## config.mk

```make
export PLATFORM = sky130hd
export DESIGN_NAME = seq_muldiv_flat
export DESIGN_NICKNAME = d
export VERILOG_FILES = /design/src/rtl/seq_muldiv_if.sv /design/src/rtl/seq_muldiv.sv /design/src/flat_wrapper.sv
export SDC_FILE = /design/constraint.sdc
export NUM_CORES = 1
export LEC_CHECK = 0
export ABC_CLOCK_PERIOD_IN_PS = 5000
export CORE_ASPECT_RATIO = 2
export CORE_UTILIZATION = 50
export CTS_BUF_LIST = sky130_fd_sc_hd__clkbuf_8
export DETAILED_ROUTE_END_ITERATION = 8
export PLACE_DENSITY = 0.74
export SLEW_MARGIN = 10
export SYNTH_ARGS = -nofsm -noshare
export SYNTH_HDL_FRONTEND = slang
export SYNTH_SLANG_ARGS = --single-unit
export TNS_END_PERCENT = 10
```

## constraint.sdc

```tcl
create_clock -name clk -period 5 [get_ports clk]
set_clock_uncertainty 0.2 [all_clocks]
set_input_delay 0.5 -clock clk [delete_from_list [all_inputs] [get_ports clk]]
set_output_delay 0.5 -clock clk [all_outputs]
set_load 0.05 [all_outputs]
```

## src/rtl/seq_muldiv_if.sv

```systemverilog
// Request/response bundle between the execute stage and seq_muldiv.
//
// Handshake: the requester raises op_begin for one cycle with op/a/b valid;
// the responder samples it only when idle. Completion is a level: ready stays
// high (with result and div_zero stable) until the requester pulses rst.
// There is no back-pressure; busy is informational.
interface seq_muldiv_if #(
    parameter int WIDTH = 64
);
    logic             op_begin;
    logic [1:0]       op;
    logic [WIDTH-1:0] a;
    logic [WIDTH-1:0] b;
    logic             busy;
    logic             ready;
    logic [WIDTH-1:0] result;
    logic             div_zero;

    modport master (
        output op_begin, op, a, b,
        input  busy, ready, result, div_zero
    );

    modport slave (
        input  op_begin, op, a, b,
        output busy, ready, result, div_zero
    );
endinterface

```

## src/rtl/seq_muldiv.sv

```systemverilog
// Iterative unsigned multiply / restoring divide over WIDTH cycles.
// One 2*WIDTH register holds {acc, multiplier} for MUL/MULHU or
// {remainder, quotient} for DIVU/REMU; one operand register holds the
// multiplicand or the divisor. Result is held in DONE until rst.
module seq_muldiv #(
    parameter int WIDTH = 64
) (
    input  logic              clk,
    input  logic              rst,
    seq_muldiv_if.slave       bus,
    output logic [1:0]        dbg_state_o
);

    localparam int CW = (WIDTH > 1) ? $clog2(WIDTH) : 1;

    typedef enum logic [1:0] {
        S_IDLE = 2'd0,
        S_RUN  = 2'd1,
        S_DONE = 2'd2
    } state_t;

    state_t             state_q, state_d;
    logic [1:0]         op_q, op_d;
    logic [CW-1:0]      cnt_q, cnt_d;
    logic [2*WIDTH-1:0] prod_q, prod_d;
    logic [WIDTH-1:0]   opnd_q, opnd_d;
    logic [WIDTH-1:0]   result_q, result_d;
    logic               dz_q, dz_d;

    // Single-iteration datapath signals
    logic [WIDTH:0]     mul_sum;
    logic [WIDTH:0]     div_shift;
    logic               div_ge;
    logic [WIDTH:0]     div_rem;
    logic [2*WIDTH-1:0] step_next;
    logic               last_iter;
    logic               start_dz;

    // One shift-add or restoring-divide step applied to the current register
    always_comb begin
        mul_sum   = {1'b0, prod_q[2*WIDTH-1:WIDTH]}
                  + (prod_q[0] ? {1'b0, opnd_q} : {(WIDTH+1){1'b0}});
        // Remainder is kept one bit wider during the compare so a divisor
        // with its MSB set still divides correctly.
        div_shift = {prod_q[2*WIDTH-1:WIDTH], prod_q[WIDTH-1]};
        div_ge    = (div_shift >= {1'b0, opnd_q});
        div_rem   = div_ge ? (div_shift - {1'b0, opnd_q}) : div_shift;
        if (op_q[1]) begin
            step_next = {div_rem[WIDTH-1:0], prod_q[WIDTH-2:0], div_ge};
        end else begin
            step_next = {mul_sum, prod_q[WIDTH-1:1]};
        end
        last_iter = (cnt_q == CW'(WIDTH - 1));
        start_dz  = bus.op[1] && (bus.b == '0);
    end

    // State register and datapath registers
    always_ff @(posedge clk) begin
        if (rst) begin
            state_q  <= S_IDLE;
            op_q     <= 2'b00;
            cnt_q    <= '0;
            prod_q   <= '0;
            opnd_q   <= '0;
            result_q <= '0;
            dz_q     <= 1'b0;
        end else begin
            state_q  <= state_d;
            op_q     <= op_d;
            cnt_q    <= cnt_d;
            prod_q   <= prod_d;
            opnd_q   <= opnd_d;
            result_q <= result_d;
            dz_q     <= dz_d;
        end
    end

    // Next-state logic
    always_comb begin
        state_d = state_q;
        case (state_q)
            S_IDLE: if (bus.op_begin) state_d = start_dz ? S_DONE : S_RUN;
            S_RUN:  if (last_iter)    state_d = S_DONE;
            S_DONE: state_d = S_DONE;
            default: state_d = S_IDLE;
        endcase
    end

    // Datapath next values: latch on start, iterate in RUN, hold otherwise
    always_comb begin
        op_d     = op_q;
        cnt_d    = cnt_q;
        prod_d   = prod_q;
        opnd_d   = opnd_q;
        result_d = result_q;
        dz_d     = dz_q;
        case (state_q)
            S_IDLE: begin
                if (bus.op_begin) begin
                    op_d  = bus.op;
                    cnt_d = '0;
                    if (start_dz) begin
                        prod_d   = '0;
                        opnd_d   = bus.b;
                        result_d = bus.op[0] ? bus.a : {WIDTH{1'b1}};
                        dz_d     = 1'b1;
                    end else begin
                        // Multiply walks the multiplier (b) through the low
                        // half; divide shifts the dividend (a) out of it.
                        prod_d = {{WIDTH{1'b0}}, (bus.op[1] ? bus.a : bus.b)};
                        opnd_d = bus.op[1] ? bus.b : bus.a;
                        dz_d   = 1'b0;
                    end
                end
            end
            S_RUN: begin
                prod_d = step_next;
                cnt_d  = cnt_q + 1'b1;
                if (last_iter) begin
                    // op[0] picks the high half (MULHU / REMU)
                    result_d = op_q[0] ? step_next[2*WIDTH-1:WIDTH]
                                       : step_next[WIDTH-1:0];
                end
            end
            default: ;
        endcase
    end

    // Outputs decoded from state and held registers
    always_comb begin
        bus.busy     = (state_q == S_RUN);
        bus.ready    = (state_q == S_DONE);
        bus.result   = result_q;
        bus.div_zero = dz_q;
        dbg_state_o  = state_q;
    end

endmodule

```

## src/flat_wrapper.sv

```systemverilog
// flat-port wrapper written by rule: the top's interface ports become plain ports
module seq_muldiv_flat 
#(
    parameter int WIDTH = 64
)
  (clk, rst, dbg_state_o, bus_op_begin, bus_op, bus_a, bus_b, bus_busy, bus_ready, bus_result, bus_div_zero);
  seq_muldiv_if #(.WIDTH(WIDTH)) bus_i ();
  input  logic clk;
  input  logic rst;
  output logic [1:0] dbg_state_o;
  input wire logic [$bits(bus_i.op_begin)-1:0] bus_op_begin;
  input wire logic [$bits(bus_i.op)-1:0] bus_op;
  input wire logic [$bits(bus_i.a)-1:0] bus_a;
  input wire logic [$bits(bus_i.b)-1:0] bus_b;
  output wire logic [$bits(bus_i.busy)-1:0] bus_busy;
  output wire logic [$bits(bus_i.ready)-1:0] bus_ready;
  output wire logic [$bits(bus_i.result)-1:0] bus_result;
  output wire logic [$bits(bus_i.div_zero)-1:0] bus_div_zero;
  assign bus_i.op_begin = bus_op_begin;
  assign bus_i.op = bus_op;
  assign bus_i.a = bus_a;
  assign bus_i.b = bus_b;
  assign bus_busy = bus_i.busy;
  assign bus_ready = bus_i.ready;
  assign bus_result = bus_i.result;
  assign bus_div_zero = bus_i.div_zero;
  seq_muldiv #(.WIDTH(WIDTH)) u_core (.clk(clk), .rst(rst), .bus(bus_i), .dbg_state_o(dbg_state_o));
endmodule
```

# Word level (Yosys, flattened, before mapping)
# Index checks and enable logic that the tools add are counted.
# totals
register_bits,267
latchBits,0
ram_bits,0
romBits,0
inputBits,133
output_inout_bits,69
word_cells,47
memories,0
# op_classes
add_sub_neg,3
mul,0
div,0
magnitude_cmp,1
n_eq_ne,6
shift,0
n_mux,22
n_bitwise,0
reduce_logical,8
# ops
operator,count
two-way mux 64 bit,11
two-way mux 128 bit,2
one-hot mux 128 bit (2 select lines),1
one-hot mux 64 bit (2 select lines),1
adder 64 x 64 -> 65 bit,1
>= comparator 65 x 64 -> 1 bit,1
zero test 64 bit,1
subtractor 64 bit,1
one-hot mux 6 bit (2 select lines),1
"adder 6 x 1 -> 6 bit, second input constant",1
"equality test 6 bit, second input constant",1
two-way mux 2 bit,3
two-way mux 6 bit,1
one-hot mux 2 bit (3 select lines),1
AND reduction 2 bit,3
"!= test 2 x 1 -> 1 bit, second input constant",2
AND reduction 4 bit,1
"equality test 2 x 1 -> 1 bit, second input constant",1
"equality test 2 bit, second input constant",1
zero test 2 bit,1
"!= test 2 bit, second input constant",1
nonzero test 2 bit,1
logical AND 1 bit,1
two-way mux 1 bit,1

# Longest topological paths before layout
# Gate-level depths: netlist of the first run.
# logic_depth
word_depth,6
ltp_mapped,17

# Least setup slack after synthesis of the first run
# OpenSTA, ideal clock, no wires.
# synth_timing
kind,register to register
start,register u_core.prod_q[0]
end,"register u_core.result_q[53], in the netlist u_core.bus.result[53]"
setup_time_ns,0.071
t_arrival_ns,3.698
required_ns,4.729
setup_slack_ns,1.032
stages_incl_launch_ff,17
path_buffers,1
period_less_slack_ns,3.968
cell_sequence,dfxtp_1 clkbuf_1 and2_1 ha_1 inv_1 fa_1 nor2b_1 o2111ai_1 a21boi_0 a31oi_1 o21ba_2 o41a_1 o21ai_0 xor2_1 nor2_1 a2111o_1 a21oi_1
# synth_between
elab_chain_cells,6
# synth_rtl
element,line,rtl
"start, declared",seq_muldiv.sv:25,"logic [2*WIDTH-1:0] prod_q, prod_d;"
"start signal, assigned",seq_muldiv.sv:71,prod_q <= prod_d;
two-way mux 64 bit,seq_muldiv.sv:42,"+ (prod_q[0] ? {1'b0, opnd_q} : {(WIDTH+1){1'b0}});"
adder 64 x 64 -> 65 bit,seq_muldiv.sv:42,
two-way mux 128 bit,seq_muldiv.sv:48,if (op_q[1]) begin
two-way mux 64 bit,seq_muldiv.sv:121,result_d = op_q[0] ? step_next[2*WIDTH-1:WIDTH]
two-way mux 64 bit,seq_muldiv.sv:119,if (last_iter) begin
one-hot mux 64 bit (2 select lines),seq_muldiv.sv:97,case (state_q)
"end signal, assigned",seq_muldiv.sv:73,result_q <= result_d;
"end, declared",seq_muldiv.sv:27,"logic [WIDTH-1:0] result_q, result_d;"
# Every way passes these cells. The select of a mux whose other input is x is not followed.
# A chain may end at the register's enable or synchronous reset.

# Final worst setup path of the first run
# layout_timing
start,register u_core.prod_q[0]
end,"register u_core.result_q[54], in the netlist u_core.bus.result[54]"
# Same word-level chain as after synthesis.

==> results of run 1 <==
-- final cells by class --
class / count / share of cell area
repair buffers: 298 / 0.105
clock inverters: 28 / 0.0103
flip-flops and latches: 267 / 0.200
multi-input cells: 2501 / 0.617
diodes: 3 / 0.000281
clock buffers: 50 / 0.0258
inverters: 106 / 0.0149
well taps: 565 / 0.0265
-- cell usage in the layout (no fill, tap or decap), types with 32 or more instances in the layout --
cell type and n:
a21o_1 64, xor2_1 48, nor3_1 53, and2_1 70, ha_1 132, mux2i_1 140, o311ai_0 59, a21oi_1 262
a31oi_1 32, buf_4 92, o21a_1 49, nand4_1 52, xnor2_1 64, a211oi_1 88, clkbuf_8 50, dfxtp_1 266
nand3_1 35, nor2_1 309, nand2_1 314, o21ai_0 266, clkdlybuf4s50_1 199, mux2_2 69, inv_1 113
-- critical path: cells and delay by family (launching register included) --
| family | cells | cell delay [ns] |
|---|---|---|
| flops | 1 | 0.36 |
| xor+xnor | 1 | 0.18 |
| compound gates | 9 | 2.74 |
| simple gates | 1 | 0.17 |
| buf+inv | 3 | 0.61 |
| fa+ha+maj | 1 | 0.24 |
| mux | 1 | 0.15 |
-- power breakdown --
group / switching [mW] / internal, mW
registers: 0.565 / 2.65
clock network: 1.05 / 1.18
logic: 4.63 / 2.44
-- flip-flops by register name (all words and copies together), names as in the netlist --
register and count:
u_core.bus.div_zero 1, u_core.op_q 2, u_core.bus.result 64, u_core.dbg_state_o 2
u_core.cnt_q 6, u_core.prod_q 128, u_core.opnd_q 64
-- per-stage QoR --
stage                     std cells  power [mW]  worst slack, ns
after floorplan                3119        7.69             1.03
after global placement         3737        10.0            0.490
after detailed placement       3737        10.1            0.456
after CTS                      3815        12.3            0.429
after global routing           3816        13.1           0.0507
final                          3818        12.5            0.260
-- kinds of logic after synthesis --
group,after synthesis,synth area share
AOI/OAI and AO/OA,1095,0.311
xor gates and xnor gates,112,0.0425
adders and majority gates,135,0.0738
buffers and inverters,351,0.0581
DFF,267,0.231
muxes,211,0.0963
and+or+nand+nor,948,0.187
-- metal layers --
layer	wire (µm)	part of all wire	up-vias
met5	13	0.00013	-
met4	7770	0.077	2
met3	9240	0.092	365
met2	46400	0.46	1593
met1	37500	0.37	12200
li1	-	-	11700
-- path summary, 6_finish.rpt --
kind,depth (start not counted),to,from
worst max-delay path,16,u_core.bus.result[54]$_SDFFE_PP0P_,u_core.prod_q[0]$_SDFFE_PP0P_
worst min-delay path,2,u_core.bus.result[14]$_SDFFE_PP0P_,u_core.bus.result[14]$_SDFFE_PP0P_
worst max register to register,16,u_core.bus.result[54]$_SDFFE_PP0P_,u_core.prod_q[0]$_SDFFE_PP0P_
worst min register to register,2,u_core.bus.result[14]$_SDFFE_PP0P_,u_core.bus.result[14]$_SDFFE_PP0P_
==> run_results.csv, run 1 <==
group,metric,value,unit
status,status,"finished, final reports clean",
global_route,grt_pass1_vias,24800,
synth,ys_top_cells_by_count,"315 x nand2_1, 311 x nor2_1, 267 x dfxtp_1, 266 x o21ai_0, 263 x a21oi_1",
placed_design,gp_congestion,1.08,
critical_path,cp-start-kind,"register",
timing,layout_min_cycle_time,4.74,ns
cts,cts_resized,0,
placed_design,dp_hpwl,77000,µm
global_route,grt_util_all_layers,0.417,
final_layout,nFillCells,4300,
power_and_ir_drop,powerDensity,470,nW/µm²
power_and_ir_drop,p_leak,11.1,nW
final_layout,syn_to_final_growth,15.6,%
synth,async_flop_share,0,
route,firstDrtPassIters,6,
placed_design,placed_area,25700,µm²
critical_path,worstPathArrival,5.08,ns
critical_path,crit_type,"register to register",
hold_path,hp-class,"register to register",
timing,slew_viol_final,0,
timing,tightest_slew,1.30,ns
critical_path,crit_path_end_kind,"register",
synth,synth.avg_cell_area,7.40,µm²
final_layout,final_core_util,0.584,
timing,final_hold_viol_count,0,
cts,cts_root_buf,"clkbuf_8",
timing,tns,0,ns
critical_path,ff2ff_setup_slack,0.26,ns
global_route,grt_pass1_wl,150000,µm
route,drt_iter0_drc,2706,
final_layout,drive_above_1_share,0.0840,
die,die_x,154,µm
synth,yosysMostFrequentCell,"nand2_1",
cts,clkTransAtPathRegs,0.07,ns
cts,clk_latency,0.63,ns
final_layout,fin_nets,3486,
synth,synthTopCellsByArea,"dfxtp_1 23%, ha_1 7.2%, mux2i_1 6.1%, o21ai_0 5.8%, a21oi_1 5.7%",
synth,synthDominantCellAreaShare,0.231,
critical_path,crit_required,5.34,ns
route,wire_per_inst,26.4,µm
synth,yosysWarningCount,0,
die,pin_count,202,
die,coreArea,45700,µm²
synth,yosysSeqAreaShare,0.231,
cts,cts_buffer_depth,3,
global_route,grt_antenna_before_repair,3,
run,drv_cap,0,
critical_path,critPathSlowestCell,"a21boi_0",
timing,timing.hold.ws,0.261,ns
timing,maxSlewHeadroom,0.126,
final_layout,multi_input_area,16500,µm²
route,route.detailed.drc,0,
final_layout,design_area,26700,µm²
route,vias_per_cell,6.75,
die,fp-row-count,111,
route,final_antenna_net_count,0,
synth,netlist_instances,3119,
final_layout,seq_area,5350,µm²
timing,period_share,0.948,
cts,cts_tree,"done",
synth,synth_cell_types,82,
die,die_area,47100,µm²
synth,syn-num-nets,3387,
cts,cts_setup_buffers,0,
global_route,grt_util_met2,0.690,
synth,ys_seq_elements,267,
route,drt_wl_total,101000,µm
power_and_ir_drop,vdd.ir_drop.worst,0.000620,V
cts,h-tree-depth,2,
global_route,grt_max_degree,169,
synth,synthesis.area,23100,µm²
critical_path,cpPeakStageDelay,0.63,ns
cts,ctsHoldBuffers,0,
critical_path,crit_chain,"buf_4 > and2_1 > ha_1 > buf_4 > a21oi_1 > o21ai_0 > a21oi_1 > o211ai_1 > a41oi_1 > o31ai_1 > buf_4 > a21oi_1 > xor2_1 > a21boi_0 > mux2i_1 > o22ai_1",
timing,rsz0062_at_grt,"no",
synth,synth-edff-count,0,
cts,cts_sinks,267,
global_route,grt_overflow_total,0,
global_route,grt_use_met3,0.0630,
die,start_util,0.505,
critical_path,cp_max_fo,22,
timing,fmaxAchievable,211,MHz
placed_design,port_buffers,201,
cts,numCtsBuffers,44,
global_route,use_met1,0.496,
synth,yosys.area.top_type,"dfxtp_1",
route,via_count,25800,
timing,setup_viol_count_final,0,
die,die_height,306,µm
synth,synth-main-ff-cell,"dfxtp_1",
global_route,busiest_layer,"met2",
Power figures use the tool's default switching activity.
==> run 2, diff against run 1 <==
- ABC_CLOCK_PERIOD_IN_PS: 5000 -> 5950
- clock period: 5 -> 5.95 ns (I/O delays scaled with it)
==> run 2 against run 1 <==
  * Wire length is 2.7% lower
  * Via count down 0.99%
  * Combinational power is 18% lower
  * Final cell count is 1.6% lower
  * Clock power shrank 17%
  * Highest routed layer unchanged
==> run_results.csv, run 2 (synthesized netlist as in run 1, its figures left out) <==
group,metric,value,unit
global_route,grt_max_degree,106,
die,die_x,154,µm
critical_path,cp-start-kind,"register",
cts,clkTransAtPathRegs,0.07,ns
power_and_ir_drop,vdd.ir_drop.worst,0.000299,V
global_route,grt_antenna_before_repair,3,
cts,clk_latency,0.64,ns
run,drv_cap,0,
die,fp-row-count,111,
power_and_ir_drop,powerDensity,397,nW/µm²
final_layout,largest_register_ffs,128,
timing,fmaxAchievable,199,MHz
timing,layout_min_cycle_time,5.01,ns
cts,cts_resized,0,
route,route.detailed.drc,0,
timing,slew_viol_final,0,
global_route,grt_pass1_vias,24500,
critical_path,worstReg2RegEnd,"u_core.bus.result[25]$_SDFFE_PP0P_",
cts,cts_root_buf,"clkbuf_8",
cts,cts_buffer_depth,3,
die,coreArea,45700,µm²
die,start_util,0.505,
timing,rsz0062_at_grt,"no",
hold_path,min_from,"rst",
placed_design,post-place-ws,1.11,ns
hold_path,hp-class,"primary input to register",
timing,timing.hold.ws,0.225,ns
route,drt_iter0_drc,2813,
cts,h-tree-depth,2,
final_layout,largest-register,"u_core.prod_q",
critical_path,cp_max_fo,70,
cts,numCtsBuffers,43,
route,vias_per_cell,6.80,
cts,cts_setup_buffers,0,
global_route,grt_util_all_layers,0.408,
final_layout,seq_area,5350,µm²
power_and_ir_drop,total_power,10.4,mW
final_layout,final_cell_mix,"314 x nand2_1, 309 x nor2_1, 266 x o21ai_0, 266 x dfxtp_1, 262 x a21oi_1",
critical_path,crit_path_end_kind,"register",
timing,final_hold_viol_count,0,
global_route,grt_pass1_wl,148000,µm
placed_design,dp_hpwl,74700,µm
route,drt_wl_total,98100,µm
timing,maxSlewHeadroom,0.199,
cts,ctsHoldBuffers,0,
placed_design,port_buffers,201,
final_layout,fin_nets,3429,
critical_path,crit_required,6.24,ns
status,status,"finished, final reports clean",
power_and_ir_drop,p_leak,10.8,nW
route,wire_per_inst,26.1,µm
timing,period_share,0.843,
final_layout,syn_to_final_growth,13.5,%
die,die_area,47100,µm²
cts,cts_tree,"done",
critical_path,reg2regPathDepth,12,
timing,tns,0,ns
hold_path,holdPathEnd,"u_core.prod_q[69]$_SDFFE_PP0P_",
hold_path,hold_path_depth,2,
critical_path,crit_type,"register to register",
critical_path,worstPathArrival,5.31,ns
placed_design,gp_congestion,1.02,
die,pin_count,202,
placed_design,placed_cells,3681,
final_layout,layout_commonest_cell,"nand2_1",
cts,cts_sinks,267,
critical_path,r2r_start,"u_core.opnd_q[56]$_SDFFE_PP0P_",
final_layout,nFillCells,4332,
timing,worst_slack,0.936,ns
global_route,grt_overflow_total,0,
final_layout,stdcell_count,3757,
critical_path,ff2ff_setup_slack,0.94,ns
route,via_count,25500,
timing,tightest_slew,1.20,ns
route,final_antenna_net_count,0,
route,firstDrtPassIters,6,
die,die_height,306,µm
final_layout,drive_above_1_share,0.0671,
final_layout,multi_input_area,16500,µm²
timing,setup_viol_count_final,0,
==> run 2: cell type report <==
class / count / share of cell area
timing repair buffer: 242 / 0.0891
antenna: 1 / 0.0000955
inverter: 106 / 0.0152
tap: 565 / 0.0270
multi-input combinational: 2501 / 0.628
sequential: 267 / 0.204
clock inverter: 22 / 0.00854
clock buffer: 53 / 0.0278
==> run 2: per-stage QoR <==
| stage | cell area, µm² | util |
|---|---|---|
| after floorplan | 23100 | - |
| after global placement | 25300 | 0.553 |
| after detailed placement | 25300 | 0.553 |
| after CTS | 26200 | 0.574 |
| after global routing | 26200 | 0.574 |
| final | 26200 | 0.574 |
==> run 2: worst max-delay path by stage <==
stage                     cells past startpoint                            from  slack, ns                                  to
after floorplan                              16   u_core.prod_q[0]$_SDFFE_PP0P_       1.98  u_core.bus.result[53]$_SDFFE_PP0P_
after global placement                       13  u_core.opnd_q[56]$_SDFFE_PP0P_       0.61  u_core.bus.result[37]$_SDFFE_PP0P_
after detailed placement                      9                       bus_b[18]       1.11  u_core.bus.result[17]$_SDFFE_PP0P_
after CTS                                    14  u_core.opnd_q[56]$_SDFFE_PP0P_       1.16   u_core.bus.result[6]$_SDFFE_PP0P_
after global routing                         14  u_core.opnd_q[56]$_SDFFE_PP0P_       0.73   u_core.bus.result[6]$_SDFFE_PP0P_
final                                        12  u_core.opnd_q[56]$_SDFFE_PP0P_       0.94  u_core.bus.result[25]$_SDFFE_PP0P_
==> run 2: power by group <==
part / total, mW / leakage (nW) / switching, mW / internal, mW
registers: 2.75 / 2.19 / 0.521 / 2.23
logic: 5.79 / 8.08 / 3.82 / 1.96
clock network: 1.87 / 0.535 / 0.851 / 1.02
==> run 2: critical path, cell delays in order, from the launching register on <==
cell      delay [ns]
dfxtp_1         0.37
inv_1           0.06
ha_1            0.54
a21oi_1         0.29
o21ai_0         0.15
a22oi_1         0.21
a21oi_1         0.10
a311oi_2        0.75
and2_4          0.88
a21oi_1         0.18
o21ai_0         0.61
nor2_1          0.13
o41ai_1         0.39
==> run 2: layer usage <==
layer | track usage | share of wire
met2 | 0.678 | 0.46
met1 | 0.504 | 0.38
met4 | 0.236 | 0.066
met3 | 0.0536 | 0.087
met5 | 0 | 0.00013
